## src/rtl/rename_regfile.sv

```systemverilog
// Architectural register file with per-register rename state (busy bit + ROB tag).
// Optional same-cycle commit-to-read forwarding when REGFILE_BYPASS_EN is defined.
module rename_regfile #(
    parameter int XLEN     = 32,
    parameter int NUM_REGS = 32,
    parameter int TAG_W    = 4,
    parameter int NUM_RD   = 2,
    localparam int REG_W   = $clog2(NUM_REGS),
    localparam int CNT_W   = REG_W + 1
) (
    input  logic                      clk_in,
    input  logic                      rst_in,
    input  logic                      rdy_in,
    input  logic                      flush_in,
    input  logic                      iss_en,
    input  logic [REG_W-1:0]          iss_rd,
    input  logic [TAG_W-1:0]          iss_tag,
    input  logic                      cmt_en,
    input  logic [REG_W-1:0]          cmt_rd,
    input  logic [XLEN-1:0]           cmt_val,
    input  logic [TAG_W-1:0]          cmt_tag,
    input  logic [NUM_RD*REG_W-1:0]   rd_addr,
    output logic [NUM_RD*XLEN-1:0]    rd_val,
    output logic [NUM_RD-1:0]         rd_busy,
    output logic [NUM_RD*TAG_W-1:0]   rd_tag,
    output logic [CNT_W-1:0]          busy_cnt
);

    logic [XLEN-1:0]     val_q [NUM_REGS];
    logic [TAG_W-1:0]    tag_q [NUM_REGS];
    logic [NUM_REGS-1:0] busy_q;
    logic [CNT_W-1:0]    cnt_q;

    // rdy_in is a whole-block stall, not a handshake: when low, every edge is a
    // no-op and issue/commit/flush are dropped rather than held.
    logic iss_ok;
    logic cmt_ok;
    logic cmt_clr;
    logic flush_ok;
    logic cnt_inc;
    logic cnt_dec;

    assign flush_ok = rdy_in && flush_in;
    assign iss_ok   = rdy_in && iss_en && !flush_in && (iss_rd != '0);
    assign cmt_ok   = rdy_in && cmt_en && (cmt_rd != '0);
    assign cmt_clr  = cmt_ok && busy_q[cmt_rd] && (tag_q[cmt_rd] == cmt_tag);

    // A clear on the register being re-renamed in the same cycle is overridden.
    assign cnt_inc  = iss_ok && !busy_q[iss_rd];
    assign cnt_dec  = cmt_clr && !(iss_ok && (iss_rd == cmt_rd));

    always_ff @(posedge clk_in or negedge rst_in) begin
        if (!rst_in) begin
            for (int i = 0; i < NUM_REGS; i++) begin
                val_q[i] <= '0;
                tag_q[i] <= '0;
            end
            busy_q <= '0;
            cnt_q  <= '0;
        end else begin
            if (cmt_ok) begin
                val_q[cmt_rd] <= cmt_val;
            end
            if (iss_ok) begin
                tag_q[iss_rd] <= iss_tag;
            end
            if (flush_ok) begin
                busy_q <= '0;
            end else begin
                if (cmt_clr) begin
                    busy_q[cmt_rd] <= 1'b0;
                end
                if (iss_ok) begin
                    busy_q[iss_rd] <= 1'b1;
                end
            end
            if (flush_ok) begin
                cnt_q <= '0;
            end else if (cnt_inc && !cnt_dec) begin
                cnt_q <= cnt_q + CNT_W'(1);
            end else if (cnt_dec && !cnt_inc) begin
                cnt_q <= cnt_q - CNT_W'(1);
            end
        end
    end

    assign busy_cnt = cnt_q;

    always_comb begin
        logic [REG_W-1:0] addr;
        logic [XLEN-1:0]  rv;
        logic             rb;
        logic [TAG_W-1:0] rt;
        rd_val  = '0;
        rd_busy = '0;
        rd_tag  = '0;
        addr    = '0;
        rv      = '0;
        rb      = 1'b0;
        rt      = '0;
        for (int k = 0; k < NUM_RD; k++) begin
            addr = rd_addr[k*REG_W +: REG_W];
            rv   = val_q[addr];
            rb   = busy_q[addr];
            rt   = tag_q[addr];
`ifdef REGFILE_BYPASS_EN
            // Forward the committing value and the busy state it leaves behind.
            if (cmt_ok && (cmt_rd == addr)) begin
                rv = cmt_val;
                rb = rb && !cmt_clr && !flush_in;
            end
`endif
            if (addr == '0) begin
                rv = '0;
                rb = 1'b0;
                rt = '0;
            end
            rd_val[k*XLEN +: XLEN]   = rv;
            rd_busy[k]               = rb;
            rd_tag[k*TAG_W +: TAG_W] = rt;
        end
    end

endmodule

```

## config.mk

```make
export PLATFORM = sky130hd
export DESIGN_NAME = rename_regfile
export DESIGN_NICKNAME = d
export VERILOG_FILES = /design/src/rtl/rename_regfile.sv
export SDC_FILE = /design/constraint.sdc
export NUM_CORES = 2
export LEC_CHECK = 0
export ABC_AREA = 1
export BUFFER_PORTS_ARGS = -buffer_cell sky130_fd_sc_hd__buf_2
export CAP_MARGIN = 10
export CORE_MARGIN = 1.5
export CORE_UTILIZATION = 35
export DETAILED_ROUTE_END_ITERATION = 10
export PLACE_DENSITY_LB_ADDON = 0.15
export SKIP_LAST_GASP = 1
export SLEW_MARGIN = 20
export SYNTH_ARGS = -nofsm -noshare
export SYNTH_HDL_FRONTEND = slang
export SYNTH_SLANG_ARGS = --single-unit
export TNS_END_PERCENT = 5
```

## constraint.sdc

```tcl
create_clock -name clk_in -period 2.5 [get_ports clk_in]
set_input_delay 0.5 -clock clk_in [delete_from_list [all_inputs] [get_ports clk_in]]
set_output_delay 0.5 -clock clk_in [all_outputs]
set_load 0.01 [all_outputs]
```

==> key figures, run 1 <==
Global route
  • Largest net degree at the start of global routing: 71
  • First-pass GRT wire length: about 450000 um
  • Initial antenna violation count: 5
  • GR Overflow Total: 0
  • Vias in the first global route: 66192
  • Overall Global Routing Usage: 32.3%

Outcome
  • Tool error: Error: net1694 29 pin not visited #guides = 287
  • Status: did not finish
  • Halt Stage: detailed routing (5_2_route)

Floorplan
  • Die Height: approximately 430 um
  • Die width: roughly 430 um
  • Cell Rows: 157
  • Initial Utilization: 35.3%
  • I/O Pins: 146

Yosys
  • Avg Synthesized Cell Area: 7.41 um^2
  • Async SR Flop Fraction: 100%
  • Post-synthesis register bit count: 1190
  • Sequential share of the synthesized area: 45.9%
  • EDFF count, synth: 0
  • Synth unique cells: 36
  • Synth warn: 0
  • Mapped cell area: 64900 um^2
  • Synthesized Nets: 8834
  • Synth top area cells: dfrtp_1 (46%), o21ai_0 (18%), nand2_1 (10%)
  • Top-area cell type share of the netlist area: 45.9%
  • Area leader, netlist: dfrtp_1
  • Dominant synthesized flop cell: dfrtp_1
  • Post-Syn Instances: 8763

Timing
  • Worst ep type: top-level output
  • GRT worst endpoint: rd_val[52]

Placed design
  • Detail Placement HPWL: 205000 um
  • Port Buffers: 145
  • Routability congestion estimate: ~0.93

Clocking
  • Clk root buf: clkbuf_16
  • CTS buffer count: 141
  • CTS sink cnt: 1190
  • Max Root-Sink Buffers: 3
  • H-tree Lvls: 4
## cells in the mapped netlist, types with 3 or more instances
cell and instances:
nor2_1 1256, dfrtp_1 1190, clkbuf_1 753, a31oi_1 77, nand3b_1 3, nor4_1 8
clkinv_1 4, buf_1 40, ha_1 4, nand4_1 4, nor3_1 11, inv_1 98
nand3_1 272, a21oi_1 189, a22oi_1 14, o221ai_1 415, o211ai_1 16, a32o_1 10
inv_2 9, nor3_2 7, o311ai_0 21, xor2_1 6, nand2_1 1782, o22ai_1 117
xnor2_1 3, o21ai_0 2352, buf_2 89
## logic make-up after synthesis
kind of cell             share of synthesized area (%)
AND/OR/NAND/NOR                                   20.1
adder cells (fa/ha/maj)                          0.108
XOR/XNOR                                         0.121
AO/OA/AOI/OAI                                     27.9
flip-flops                                        45.9
buffers and inverters                             5.94
## per-layer routing
layer	global-route usage, %
met1	43.6
met2	49.9
met3	4.90
met4	16.8
met5	0
## stage by stage
step                std cells  setup TNS, ps  utilization, %  setup slack [ps]  area, um^2
floorplan                8763         -11360               -              -463       65100
global placement        11450         -54270            41.1              -928       75500
detailed placement      11450         -56080            41.1              -921       75500
CTS                     11725         -39760            44.1              -590       81000
global route            11745         -47720            44.4              -684       81500
## repair_timing
item / CTS / global route
endpoints found under the hold margin: 147 / 0
pin swaps: 43 / 40
resized for setup: 138 / 84
setup endpoints to repair: 78 / 87
hold buffers: 1 / 0
gates cloned: 2 / 4
buffers inserted: 23 / 14
==> run 2, diff against run 1 <==
- CORE_UTILIZATION: 35 -> 20
- clock period: 2.5 -> 3.2 ns (I/O delays scaled with it)
==> key figures, run 2 <==
Finish
  • Layout cells sized above 1: 16.5%
  • Most frequent cells in the layout: o21ai_0 (2325), nand2_1 (1741), nor2_1 (1255)
  • Area Growth Syn to Fin: 31.4%
  • Commonest non-fill, non-tap cell in the layout: o21ai_0
  • Nets@finish: 9201
  • Post-Route Utilization: between 20% and 30%
  • Top flop regs: val_q (1024), tag_q (128), busy_q (32)
  • Biggest register: val_q
  • Post-Layout Cell Count: 13586
  • Max FFs per register: 1024

Setup path
  • CP Buf/Inv Count: 7
  • CP Class: in2out
  • Setup crit end kind: primary output
  • Worst path top cell family by delay: buffers and inverters
  • Req. time, crit path: 2560 ps
  • Crit-path cells: buf_16 > clkinv_16 > buf_16 > buf_12 > buf_4 > o21ai_0 > o22ai_1 > o21ai_1 > a31oi_1 > buf_4 > buf_2
  • Crit path max fanout: 8
  • Startpoint Class: input port
  • Slowest CP cell: o21ai_1
  • CP peak stage delay: 330 ps
  • CP arrival: 2670 ps

Yosys
  • Synth warn: 0
  • Synth top area cells: dfrtp_1 (46%), o21ai_0 (18%), nand2_1 (10%)
  • Synth unique cells: 36
  • Area leader, netlist: dfrtp_1
  • Sequential share of the synthesized area: 45.9%
  • Async SR Flop Fraction: 100%
  • Dominant synthesized flop cell: dfrtp_1
  • Post-Syn Instances: 8763
  • Synthesized Nets: 8834
  • Post-synthesis register bit count: 1190
  • Post-synth top cells: o21ai_0 (2352), nand2_1 (1782), nor2_1 (1256)
  • Mapped cell area: approximately 65000 um^2
  • Most common cell in the netlist: o21ai_0
  • Top-area cell type share of the netlist area: 45.9%
  • Avg Synthesized Cell Area: 7.41 um^2
  • EDFF count, synth: 0

Placed design
  • Port Buffers: 145
  • Detail Placement HPWL: around 230000 um
  • Routability congestion estimate: between 0.8 and 0.9
  • Setup slack at placement: -507 ps
  • Post-Place Cells: 13204

Timing
  • Finish-stage setup viols: between 40 and 50
  • Layout Skew: 58.8 ps
  • Max-slew headroom: 26.3%
  • Peak Freq: 302 MHz
  • Setup WS post-layout: -108 ps
  • TNS Setup: -1970 ps
  • Max-slew violation count: 0
  • Final Hold Fails: 0
  • Fin crit share: 103%
  • Min Tclk post-route: 3310 ps
  • Worst-Margin Slew: 1100 ps
  • RSZ-0062 raised after global routing: true

Run
  • Max Cap Viol: 0

Route
  • Vias post-DR: between 60000 and 70000
  • Post-route DRC: 0
  • Initial DRC count: 8004
  • Vias per cell: 5.13
  • WL/cell: 26.5 um
  • Routed WL: around 360000 um
  • DRT Pass-1 Iters: 6
  • DRT antenna net count: 0

Pwr
  • Cell area power density: 537 nW/um^2
  • Leak: 36.9 nW
  • Power, Total: 0.0459 W
  • Peak supply drop: 364 uV

Global route
  • Overall Global Routing Usage: 21.2%
  • Met2 GRT Util: roughly a third
  • Largest net degree at the start of global routing: 110
  • First-pass GRT wire length: roughly 510000 um
  • GR Overflow Total: 0
  • Vias in the first global route: 66668
  • Initial antenna violation count: 14
  • Met1 Resource Use GR: approximately 30%
  • Met3 usage: 2.58%
  • Grt peak-use layer: met2

Clocking
  • Max Root-Sink Buffers: 4
  • CTS tree: yes
  • CTS sink cnt: 1190
  • Clock latency on the worst-skew pair: 830 ps
  • Clk root buf: clkbuf_16
  • H-tree Lvls: 4
  • Worst-path clk slew: 60 ps
  • CTS buffer count: 161

Outcome
  • Status: finished with violations
  • Failing checks: negative setup slack

Floorplan
  • Initial Utilization: 20.1%
  • Core area: 323000 um^2
  • I/O Pins: 146
  • Cell Rows: ~210
  • Die Height: approximately 570 um
  • Die width: 573 um
  • Die Area: 328000 um^2

Min path
  • HP Class: in2reg
==> run 2: timing repair <==
action / in CTS / in global routing
cloned: 25 / 7
hold buffers: 1 / 0
hold endpoints to repair: 43 / 0
gates resized for setup: 253 / 72
endpoints found under the setup margin: 70 / 73
pin swaps: 40 / 33
setup buffers: 51 / 8
==> run 2: final cells by class <==
class,instances,area (um^2)
fill,34981,238000
multi-input combinational,6578,32400
sequential,1190,29800
timing repair buffer,1086,11800
tap,4325,5410
clock buffer,230,4740
clock inverter,53,626
inverter,111,539
antenna,11,27.5
timing repair inverter,2,20.0
==> run 2: worst paths after layout <==
path	from	to	slack [ps]	depth (start not counted)
setup / recovery	rd_addr[5]	rd_val[57]	-110	11
hold / removal	flush_in	busy_cnt[3]	290	4
setup reg to reg	tag_q[37]	busy_cnt[5]	150	27
hold reg to reg	val_q[992]	val_q[992]	400	0
max in group asynchronous	rst_in	val_q[623]	1690	3
min in group asynchronous	rst_in	val_q[406]	360	2
==> run 2: cell families (layout without fill, tap and decap cells) <==
| family | count (synthesis) | after routing | share of synthesized area, % |
|---|---|---|---|
| XOR/XNOR | 9 | 9 | 0.121 |
| AND/OR/NAND/NOR | 3351 | 3351 | 20.1 |
| adder cells (fa/ha/maj) | 5 | 5 | 0.108 |
| AO/OA/AOI/OAI | 3213 | 3213 | 27.9 |
| flip-flops | 1190 | 1190 | 45.9 |
| buffers and inverters | 995 | 1482 | 5.94 |
| other | 0 | 11 | 0 |
==> run 2: stage by stage <==
stage	hold WS, ps	instance area [um^2]
after floorplan	344	65000
after global placement	387	77100
after detailed placement	391	77100
after CTS	244	84800
after global routing	296	85300
final	288	85300
==> run 2: worst min-delay path, cell delays in order <==
cell and delay, ps:
buf_2 90, nand2_1 150, nand3_1 130, nand2_1 50
==> run 2: where the power goes <==
part	total, W	switching (W)	leakage (nW)	internal [W]
Clock	0.0189	0.00756	2.67	0.0113
Sequential	0.0184	0.00153	16.0	0.0168
Combinational	0.00861	0.00528	18.2	0.00334
Total	0.0459	0.0144	36.9	0.0315
==> run 2: per-layer routing <==
| metal | part of all wire (%) | wire [um] |
|---|---|---|
| met1 | 45 | 163000 |
| met2 | 45 | 160000 |
| met3 | 6.1 | 21900 |
| met4 | 4.3 | 15700 |
| met5 | 0 | 0 |
No activity file was read; power rests on OpenSTA's default activity.
